`config.mk`:
```
export PLATFORM = sky130hd
export DESIGN_NAME = mem_stage
export DESIGN_NICKNAME = d
export VERILOG_FILES = /design/src/rtl/pipeline_pkg.sv /design/src/rtl/mem_lane_fmt.sv /design/src/rtl/mem_stage.sv
export SDC_FILE = /design/constraint.sdc
export NUM_CORES = 1
export LEC_CHECK = 0
export ABC_AREA = 1
export CAP_MARGIN = 20
export CORE_UTILIZATION = 50
export DETAILED_ROUTE_END_ITERATION = 6
export GPL_TIMING_DRIVEN = 0
export PLACE_DENSITY = 0.87
export SYNTH_ARGS = -nofsm -noshare
export SYNTH_HDL_FRONTEND = slang
export SYNTH_HIERARCHICAL = 1
export SYNTH_SLANG_ARGS = --single-unit
```
`constraint.sdc`:
```
create_clock -name clk -period 5.41 [get_ports clk]
set_clock_uncertainty 0.15 [all_clocks]
set_input_delay 0.8115 -clock clk [delete_from_list [all_inputs] [get_ports clk]]
set_output_delay 0.8115 -clock clk [all_outputs]
set_load 0.1 [all_outputs]
```
`src/rtl/pipeline_pkg.sv`:
```
// Shared encodings for the pipeline: memory access sizes and memory-stage FSM states,
// plus the alignment rule used by the memory stage.
package pipeline_pkg;
    localparam logic [1:0] MEM_B = 2'b00;
    localparam logic [1:0] MEM_H = 2'b01;
    localparam logic [1:0] MEM_W = 2'b10;

    typedef enum logic [1:0] {
        IDLE = 2'd0,
        BUSY = 2'd1,
        DONE = 2'd2
    } mem_state_e;

    // Size 2'b11 is handled as a word access.
    function automatic logic is_misaligned(input logic [1:0] size, input logic [1:0] addr_lo);
        case (size)
            MEM_B:   return 1'b0;
            MEM_H:   return addr_lo[0];
            default: return addr_lo != 2'b00;
        endcase
    endfunction
endpackage

```
`src/rtl/mem_lane_fmt.sv`:
```
// Byte-lane formatting: store byte enables and lane replication, load lane extraction
// with sign/zero extension. Purely combinational.
module mem_lane_fmt
    import pipeline_pkg::*;
(
    input  logic [1:0]  i_size,
    input  logic        i_signed,
    input  logic [1:0]  i_addr_lo,
    input  logic [31:0] i_store_data,
    input  logic [31:0] i_load_word,
    output logic [3:0]  o_be,
    output logic [31:0] o_store_lanes,
    output logic [31:0] o_load_data
);
    logic [7:0]  w_byte;
    logic [15:0] w_half;

    always_comb begin
        case (i_addr_lo)
            2'd0:    w_byte = i_load_word[7:0];
            2'd1:    w_byte = i_load_word[15:8];
            2'd2:    w_byte = i_load_word[23:16];
            default: w_byte = i_load_word[31:24];
        endcase
    end

    assign w_half = i_addr_lo[1] ? i_load_word[31:16] : i_load_word[15:0];

    always_comb begin
        o_be          = 4'b1111;
        o_store_lanes = i_store_data;
        o_load_data   = i_load_word;
        case (i_size)
            MEM_B: begin
                o_be          = 4'b0001 << i_addr_lo;
                o_store_lanes = {4{i_store_data[7:0]}};
                o_load_data   = {{24{i_signed & w_byte[7]}}, w_byte};
            end
            MEM_H: begin
                o_be          = i_addr_lo[1] ? 4'b1100 : 4'b0011;
                o_store_lanes = {2{i_store_data[15:0]}};
                o_load_data   = {{16{i_signed & w_half[15]}}, w_half};
            end
            MEM_W, 2'b11: begin
                o_be          = 4'b1111;
                o_store_lanes = i_store_data;
                o_load_data   = i_load_word;
            end
        endcase
    end
endmodule

```
`src/rtl/mem_stage.sv`:
```
// Memory-access stage: issues one data-memory request per aligned load/store, stalls the
// upstream pipeline until ack or timeout, and formats load data for MEM/WB.
module mem_stage
    import pipeline_pkg::*;
#(
    parameter int unsigned TIMEOUT       = 255,
    parameter logic [31:0] RESET_PC_DATA = 32'h0
) (
    input  logic        clk,
    input  logic        rst_n,
    input  logic        MemReadM,
    input  logic        MemWriteM,
    input  logic [1:0]  MemSizeM,
    input  logic        MemSignedM,
    input  logic [31:0] AluOutM,
    input  logic [31:0] WriteDataM,
    input  logic        RegWriteM,
    output logic        StallM,
    output logic        RegWriteValidM,
    output logic [31:0] MemOut,
    output logic        AlignErrM,
    output logic        BusErrM,
    output logic        dmem_req,
    output logic        dmem_we,
    output logic [31:0] dmem_addr,
    output logic [3:0]  dmem_be,
    output logic [31:0] dmem_wdata,
    input  logic [31:0] dmem_rdata,
    input  logic        dmem_ack,
    output logic [1:0]  o_dbg_state
);
    // Handshake: dmem_req is held high for the whole BUSY state; the memory completes the
    // request by raising dmem_ack (with dmem_rdata for loads) in any cycle where req is
    // high, and req drops at the following edge. Acks seen outside BUSY are ignored.
    localparam logic [7:0] LP_TIMEOUT = 8'(TIMEOUT);

    mem_state_e  r_state;
    mem_state_e  w_next;
    logic [7:0]  r_cnt;
    logic        r_is_load;
    logic [1:0]  r_size;
    logic        r_signed;
    logic [1:0]  r_addr_lo;
    logic        r_bus_err;

    logic        w_access;
    logic        w_misaligned;
    logic        w_timeout;
    logic [1:0]  w_fmt_size;
    logic        w_fmt_signed;
    logic [1:0]  w_fmt_addr_lo;
    logic [3:0]  w_be;
    logic [31:0] w_store_lanes;
    logic [31:0] w_load_data;

    assign w_access     = MemReadM | MemWriteM;
    assign w_misaligned = is_misaligned(MemSizeM, AluOutM[1:0]);
    assign w_timeout    = (r_cnt == LP_TIMEOUT);

    // Store formatting needs the live inputs in IDLE; load formatting needs the captured ones in BUSY.
    assign w_fmt_size    = (r_state == IDLE) ? MemSizeM     : r_size;
    assign w_fmt_signed  = (r_state == IDLE) ? MemSignedM   : r_signed;
    assign w_fmt_addr_lo = (r_state == IDLE) ? AluOutM[1:0] : r_addr_lo;

    mem_lane_fmt u_lane_fmt (
        .i_size        (w_fmt_size),
        .i_signed      (w_fmt_signed),
        .i_addr_lo     (w_fmt_addr_lo),
        .i_store_data  (WriteDataM),
        .i_load_word   (dmem_rdata),
        .o_be          (w_be),
        .o_store_lanes (w_store_lanes),
        .o_load_data   (w_load_data)
    );

    always_comb begin
        w_next    = r_state;
        StallM    = 1'b0;
        AlignErrM = 1'b0;
        if (rst_n) begin
            case (r_state)
                IDLE: begin
                    if (w_access) begin
                        if (w_misaligned) begin
                            AlignErrM = 1'b1;
                        end else begin
                            StallM = 1'b1;
                            w_next = BUSY;
                        end
                    end
                end
                BUSY: begin
                    StallM = 1'b1;
                    if (dmem_ack || w_timeout) w_next = DONE;
                end
                DONE:    w_next = IDLE;
                default: w_next = IDLE;
            endcase
        end
    end

    always_ff @(posedge clk or negedge rst_n) begin
        if (!rst_n) begin
            r_state    <= IDLE;
            r_cnt      <= 8'd0;
            r_is_load  <= 1'b0;
            r_size     <= 2'b00;
            r_signed   <= 1'b0;
            r_addr_lo  <= 2'b00;
            r_bus_err  <= 1'b0;
            dmem_req   <= 1'b0;
            dmem_we    <= 1'b0;
            dmem_addr  <= 32'h0;
            dmem_be    <= 4'h0;
            dmem_wdata <= 32'h0;
            MemOut     <= RESET_PC_DATA;
        end else begin
            r_state <= w_next;
            case (r_state)
                IDLE: begin
                    if (w_next == BUSY) begin
                        dmem_req   <= 1'b1;
                        dmem_we    <= MemWriteM;
                        dmem_addr  <= {AluOutM[31:2], 2'b00};
                        dmem_be    <= w_be;
                        dmem_wdata <= w_store_lanes;
                        r_is_load  <= ~MemWriteM;
                        r_size     <= MemSizeM;
                        r_signed   <= MemSignedM;
                        r_addr_lo  <= AluOutM[1:0];
                        r_cnt      <= 8'd0;
                    end
                end
                BUSY: begin
                    if (dmem_ack) begin
                        dmem_req <= 1'b0;
                        if (r_is_load) MemOut <= w_load_data;
                    end else if (w_timeout) begin
                        dmem_req  <= 1'b0;
                        MemOut    <= 32'h0;
                        r_bus_err <= 1'b1;
                    end else begin
                        r_cnt <= r_cnt + 8'd1;
                    end
                end
                default: begin
                    r_cnt     <= 8'd0;
                    r_bus_err <= 1'b0;
                end
            endcase
        end
    end

    assign BusErrM        = r_bus_err;
    assign RegWriteValidM = RegWriteM & ~StallM & ~AlignErrM & ~BusErrM;
    assign o_dbg_state    = r_state;
endmodule

```
# After elaboration in Yosys (flattened, before gate mapping)
# Cells that the tools add are included.
[word_totals]
regBits = 117
inputBits = 105
out_inout_bits = 108
wordCells = 92
[classes]
n_addsub = 1
eq_ne = 15
shifts = 1
n_mux = 37
n_bitwise = 11
reduce_logical = 14
[op_table]
columns = ["cell", "count"]
rows = [
  ["case mux 32 bit (3 select lines)", 2],
  ["2-to-1 mux 32 bit", 3],
  ["2-to-1 mux 8 bit", 3],
  ["case mux 8 bit (3 select lines)", 1],
  ["2-to-1 mux 16 bit", 1],
  ["case mux 8 bit (2 select lines)", 1],
  ["2-to-1 mux 1 bit", 13],
  ["2-to-1 mux 2 bit", 6],
  ["case mux 4 bit (3 select lines)", 1],
  ["AND reduction 3 bit", 4],
  ["equality test 2 x 1 -> 1 bit (second input constant)", 5],
  ["adder 8 x 1 -> 8 bit (second input constant)", 1],
  ["equality test 8 bit (second input constant)", 1],
  ["zero test 2 bit", 4],
  ["case mux 1 bit (2 select lines)", 4],
  ["equality test 2 bit (second input constant)", 3],
  ["inequality test 2 bit (second input constant)", 3],
  ["nonzero test 2 bit", 3],
  ["bitwise AND 1 bit", 5],
  ["NOT 1 bit", 5],
  ["2-to-1 mux 4 bit", 1],
  ["inequality test 2 x 1 -> 1 bit (second input constant)", 2],
  ["case mux 2 bit (2 select lines)", 1],
  ["left shift 1 x 2 -> 4 bit (first input constant)", 1],
  ["5 further kinds", 5],
]

# Longest topological paths before layout
[depth]
word_depth = 10
ltp_mapped = 15
mapped_depth_nobuf = 13

# Hierarchy
# Netlist, hierarchy kept.
[modules_own_cells]
columns = ["module", "instances", "cells_each", "area_each_um2", "seq_area_each_um2"]
rows = [
  ["mem_stage", 1, 568, 4869.7, 2927.8],
  ["mem_lane_fmt", 1, 314, 1396.3, 0.0],
]

# Least setup slack after synthesis
# Ideal clock, no wire load.
[synth_path]
kind = "reg2out"
start = "register r_state[0], in the netlist o_dbg_state[0]"
end = "output RegWriteValidM"
arrival_ns = 3.504
t_required_ns = 4.449
setup_slack_ns = 0.945
stages_incl_launch_ff = 8
n_path_buf = 0
cell_sequence = "dfrtp_1 > inv_2 > nor2_2 > inv_1 > a21oi_1 > inv_1 > nand4_1 > inv_1"
[synth_via]
elab_chain_cells = 7
word_cells_on_any_way = 11
classes_between = "eq/ne: 1; mux: 4; bitwise: 5; reduce/logical: 1"
[synth_rtl]
columns = ["element", "line", "text"]
rows = [
  ["start, declared", "mem_stage.sv:37", "mem_state_e r_state;"],
  ["start signal, assigned", "mem_stage.sv:118", "r_state <= w_next;"],
  ["equality test 2 x 1 -> 1 bit or zero test 2 bit (tied branches)", "mem_stage.sv:81", "case (r_state)"],
  ["case mux 1 bit (2 select lines) (*)", "mem_stage.sv:81", ""],
  ["2-to-1 mux 1 bit (*)", "mem_stage.sv:80", "if (rst_n) begin"],
  ["named net StallM", "mem_stage.sv:18", "output logic StallM,"],
  ["NOT 1 bit (*)", "mem_stage.sv:155", "assign RegWriteValidM = RegWriteM & ~StallM & ~AlignErrM & ~BusErrM;"],
  ["bitwise AND 1 bit (*) (3 in a row)", "mem_stage.sv:155", ""],
  ["end, declared", "mem_stage.sv:19", "output logic RegWriteValidM,"],
]
# Mark *: on every way through the listed nets, which the timed path passes. The rest lies on a longest branch.

# Final worst setup path
[layout_path]
start = "input MemWriteM"
end = "output StallM"
[layout_via]
elab_chain_cells = 4
[layout_rtl]
columns = ["element", "line", "text"]
rows = [
  ["start, declared", "mem_stage.sv:12", "input logic MemWriteM,"],
  ["bitwise OR 1 bit", "mem_stage.sv:56", "assign w_access = MemReadM | MemWriteM;"],
  ["2-to-1 mux 1 bit", "mem_stage.sv:83", "if (w_access) begin"],
  ["case mux 1 bit (2 select lines)", "mem_stage.sv:81", ""],
  ["2-to-1 mux 1 bit", "mem_stage.sv:80", ""],
  ["end, declared", "mem_stage.sv:18", ""],
]
# No other way between the ends.

==> impl_metrics.json <==
{
  "multi_input_area_sq_um": 2720,
  "met1_usage_pct": 36.7,
  "io-pin-count": 213,
  "vias": 6595,
  "holdWs_ns": 0.164,
  "fin_nets": 1218,
  "antenna_found_initial": 0,
  "busiest_layer": "met2",
  "netlist-cell-type-count": 30,
  "crit_arrival_ns": 3.03,
  "wl_per_cell_um": 14.8,
  "outcome": "finished, final reports clean",
  "tns_ns": 0,
  "antenna_cells": 0,
  "wirelength_um": 19100,
  "core_sq_um": 12100,
  "relSlewSlack_pct": 29.1,
  "cts_resized": 0,
  "reg2reg_slack_ns": 2.42,
  "drive_gt1_share_pct": 7.93,
  "pre_cts_ws_ns": 1.37,
  "syn_area_per_cell_sq_um": 7.10,
  "drt-initial-drc-count": 587,
  "clkSinkCount": 117,
  "hp-class": "input port to async pin",
  "start_util_pct": 51.7,
  "clk_latency_ns": 0.42,
  "hold_violations": 0,
  "drc": 0,
  "clkTransAtPathRegs_ns": 0.05,
  "syn2layout_area_growth_pct": 46.2,
  "grt_usage_pct": 30.7,
  "crit_path_start_kind": "input port",
  "final_util_pct": 75.7,
  "rsz0062_at_grt": "false",
  "grt_util_met3_pct": 9.09,
  "synth_warnings": 6,
  "io_buffers": 209,
  "finalSetupViolCount": 0,
  "slew_violations": 0,
  "critPathCaptureType": "output pin",
  "drtPass1Iterations": 5,
  "seqCellArea_sq_um": 2930,
  "required_ns": 4.45,
  "fmaxAchievable_ghz": 0.251,
  "gp_routability_congestion": 0.914,
  "grt_pass1_vias": 6463,
  "die_w_um": 114,
  "cts_buffers": 17,
  "cts_root_buffer": "clkbuf_16",
  "rows": 40,
  "synth_cells": 882,
  "cp_max_fo": 3,
  "fin_ws_ns": 1.42,
  "postCtsSetupBuffers": 0,
  "path_class": "input port to output pin",
  "post_drt_via_cell_ratio": 5.11,
  "drv_cap": 0,
  "path_cells": "clkdlybuf4s50_1 -> nor2_1 -> nor2_1 -> nand2_1 -> a21oi_1 -> clkdlybuf4s50_1",
  "grt_use_met2_pct": 50.2,
  "fin_crit_sh_pct": 73.8,
  "hpwl_um": 13800,
  "grt_max_degree": 80,
  "h-tree-depth": 4,
  "finalCriticalPeriod_ns": 3.99,
  "ant_nets": 0,
  "grt_pass1_wl_um": 30700,
  "die_height_um": 114,
  "crit_slowest_cell": "clkdlybuf4s50_1",
  "fill_cells": 913,
  "dieArea_sq_um": 13000,
  "cts_max_path_buffers": 2,
  "ys_seq_area_share_pct": 46.7,
  "cts_hold_buf": 0,
  "tightest_slew_ns": 1.06,
  "cts_tree": "done",
  "grt.overflow.total": 0,
  "netlist_area_sq_um": 6270,
  "slowest_delay_ns": 1.17,
  "synth_seq_cells": 117
}
==> worst max-delay path, delay by kind of cell <==
kind	cells	cell delay (ns)
AO/OA/AOI/OAI	1	0.19
buffers and inverters	2	1.74
AND/OR/NAND/NOR	3	0.29
==> flip-flops by register name, indices dropped and copies added (netlist names) <==
register,cells
BusErrM,1
MemOut,32
dmem_addr,30
dmem_be,4
dmem_req,1
dmem_wdata,32
dmem_we,1
o_dbg_state,2
r_addr_lo,2
r_cnt,8
r_is_load,1
r_signed,1
r_size,2
==> Yosys cell counts (all sizes together) <==
cell / instances / area [sq um]
a21oi: 10 / 61.3
a22oi: 1 / 7.51
buf: 36 / 267
clkbuf: 17 / 66.3
conb: 1 / 3.75
dfrtp: 117 / 2930
ha: 1 / 12.5
inv: 78 / 293
nand2: 420 / 1600
nand3: 56 / 303
nand3b: 1 / 7.51
nand4: 3 / 18.8
nor2: 64 / 275
nor3: 1 / 5.00
nor3b: 1 / 7.51
o211ai: 8 / 60.1
o21ai: 62 / 310
xnor2: 2 / 17.5
xor2: 3 / 26.3
==> final timing paths <==
check | startpoint | endpoint | depth (start not counted)
setup reg to reg | o_dbg_state[1] | MemOut[14] | 12
max in group asynchronous | rst_n | dmem_be[0] | 2
hold reg to reg | dmem_wdata[5] | dmem_wdata[5] | 2
min in group clk | dmem_wdata[5] | dmem_wdata[5] | 2
hold / removal | rst_n | MemOut[26] | 1
setup / recovery | MemWriteM | StallM | 6
==> cell families (layout without fill, tap and decap cells) <==
group                      count (synthesis)  in the layout  share of synthesized area (%)
and+or+nand+nor                          546            546                           35.3
buffers and inverters                    131            370                           9.98
DFF                                      117            117                           46.7
AOI/OAI and AO/OA                         81             81                           7.01
xor gates and xnor gates                   5              5                          0.699
adders and majority gates                  1              1                          0.200
other                                      1              2                         0.0598
==> through the flow <==
| stage | instance area (sq um) | std cells |
|---|---|---|
| floorplan | 6270 | 883 |
| global placement | 8570 | 1260 |
| detailed placement | 8600 | 1261 |
| CTS | 9160 | 1290 |
| global route | 9160 | 1290 |
| finish | 9160 | 1290 |
==> metal layers <==
layer	routed length (um)	vias up
li1	-	3161
met1	7460	2995
met2	9050	370
met3	1760	69
met4	821	0
met5	0	-
==> cell type report <==
type                       instances  share of cell area (%)
sequential                       117                    32.0
multi-input combinational        635                    29.6
timing repair buffer             210                    23.1
clock buffer                      26                    5.67
buffer                            53                    3.63
inverter                          78                    3.20
tap                              168                    2.29
clock inverter                     3                   0.464
==> cell usage in the layout, fill, tap and decap left out, types with 2 or more instances in the layout <==
cell type,Yosys,routed
conb_1,1,2
nand2_2,5,5
o21ai_0,62,62
nand4_1,3,3
inv_2,7,7
nand2_1,414,414
xor2_1,3,3
nor2_4,4,4
dfrtp_1,117,117
buf_6,9,10
nor2_1,58,58
a21oi_1,9,9
nand3_1,53,53
nor2_2,2,2
o211ai_1,8,8
buf_4,12,12
xnor2_1,2,2
clkbuf_16,0,17
buf_2,15,15
inv_1,71,71
nand3_2,2,2
clkbuf_8,0,6
clkdlybuf4s50_1,0,208
clkbuf_2,2,2
clkbuf_1,15,18
Power is left out: the tool's default activity adds up to more than one toggle a clock period on the data nets, which glitch-free logic cannot reach.
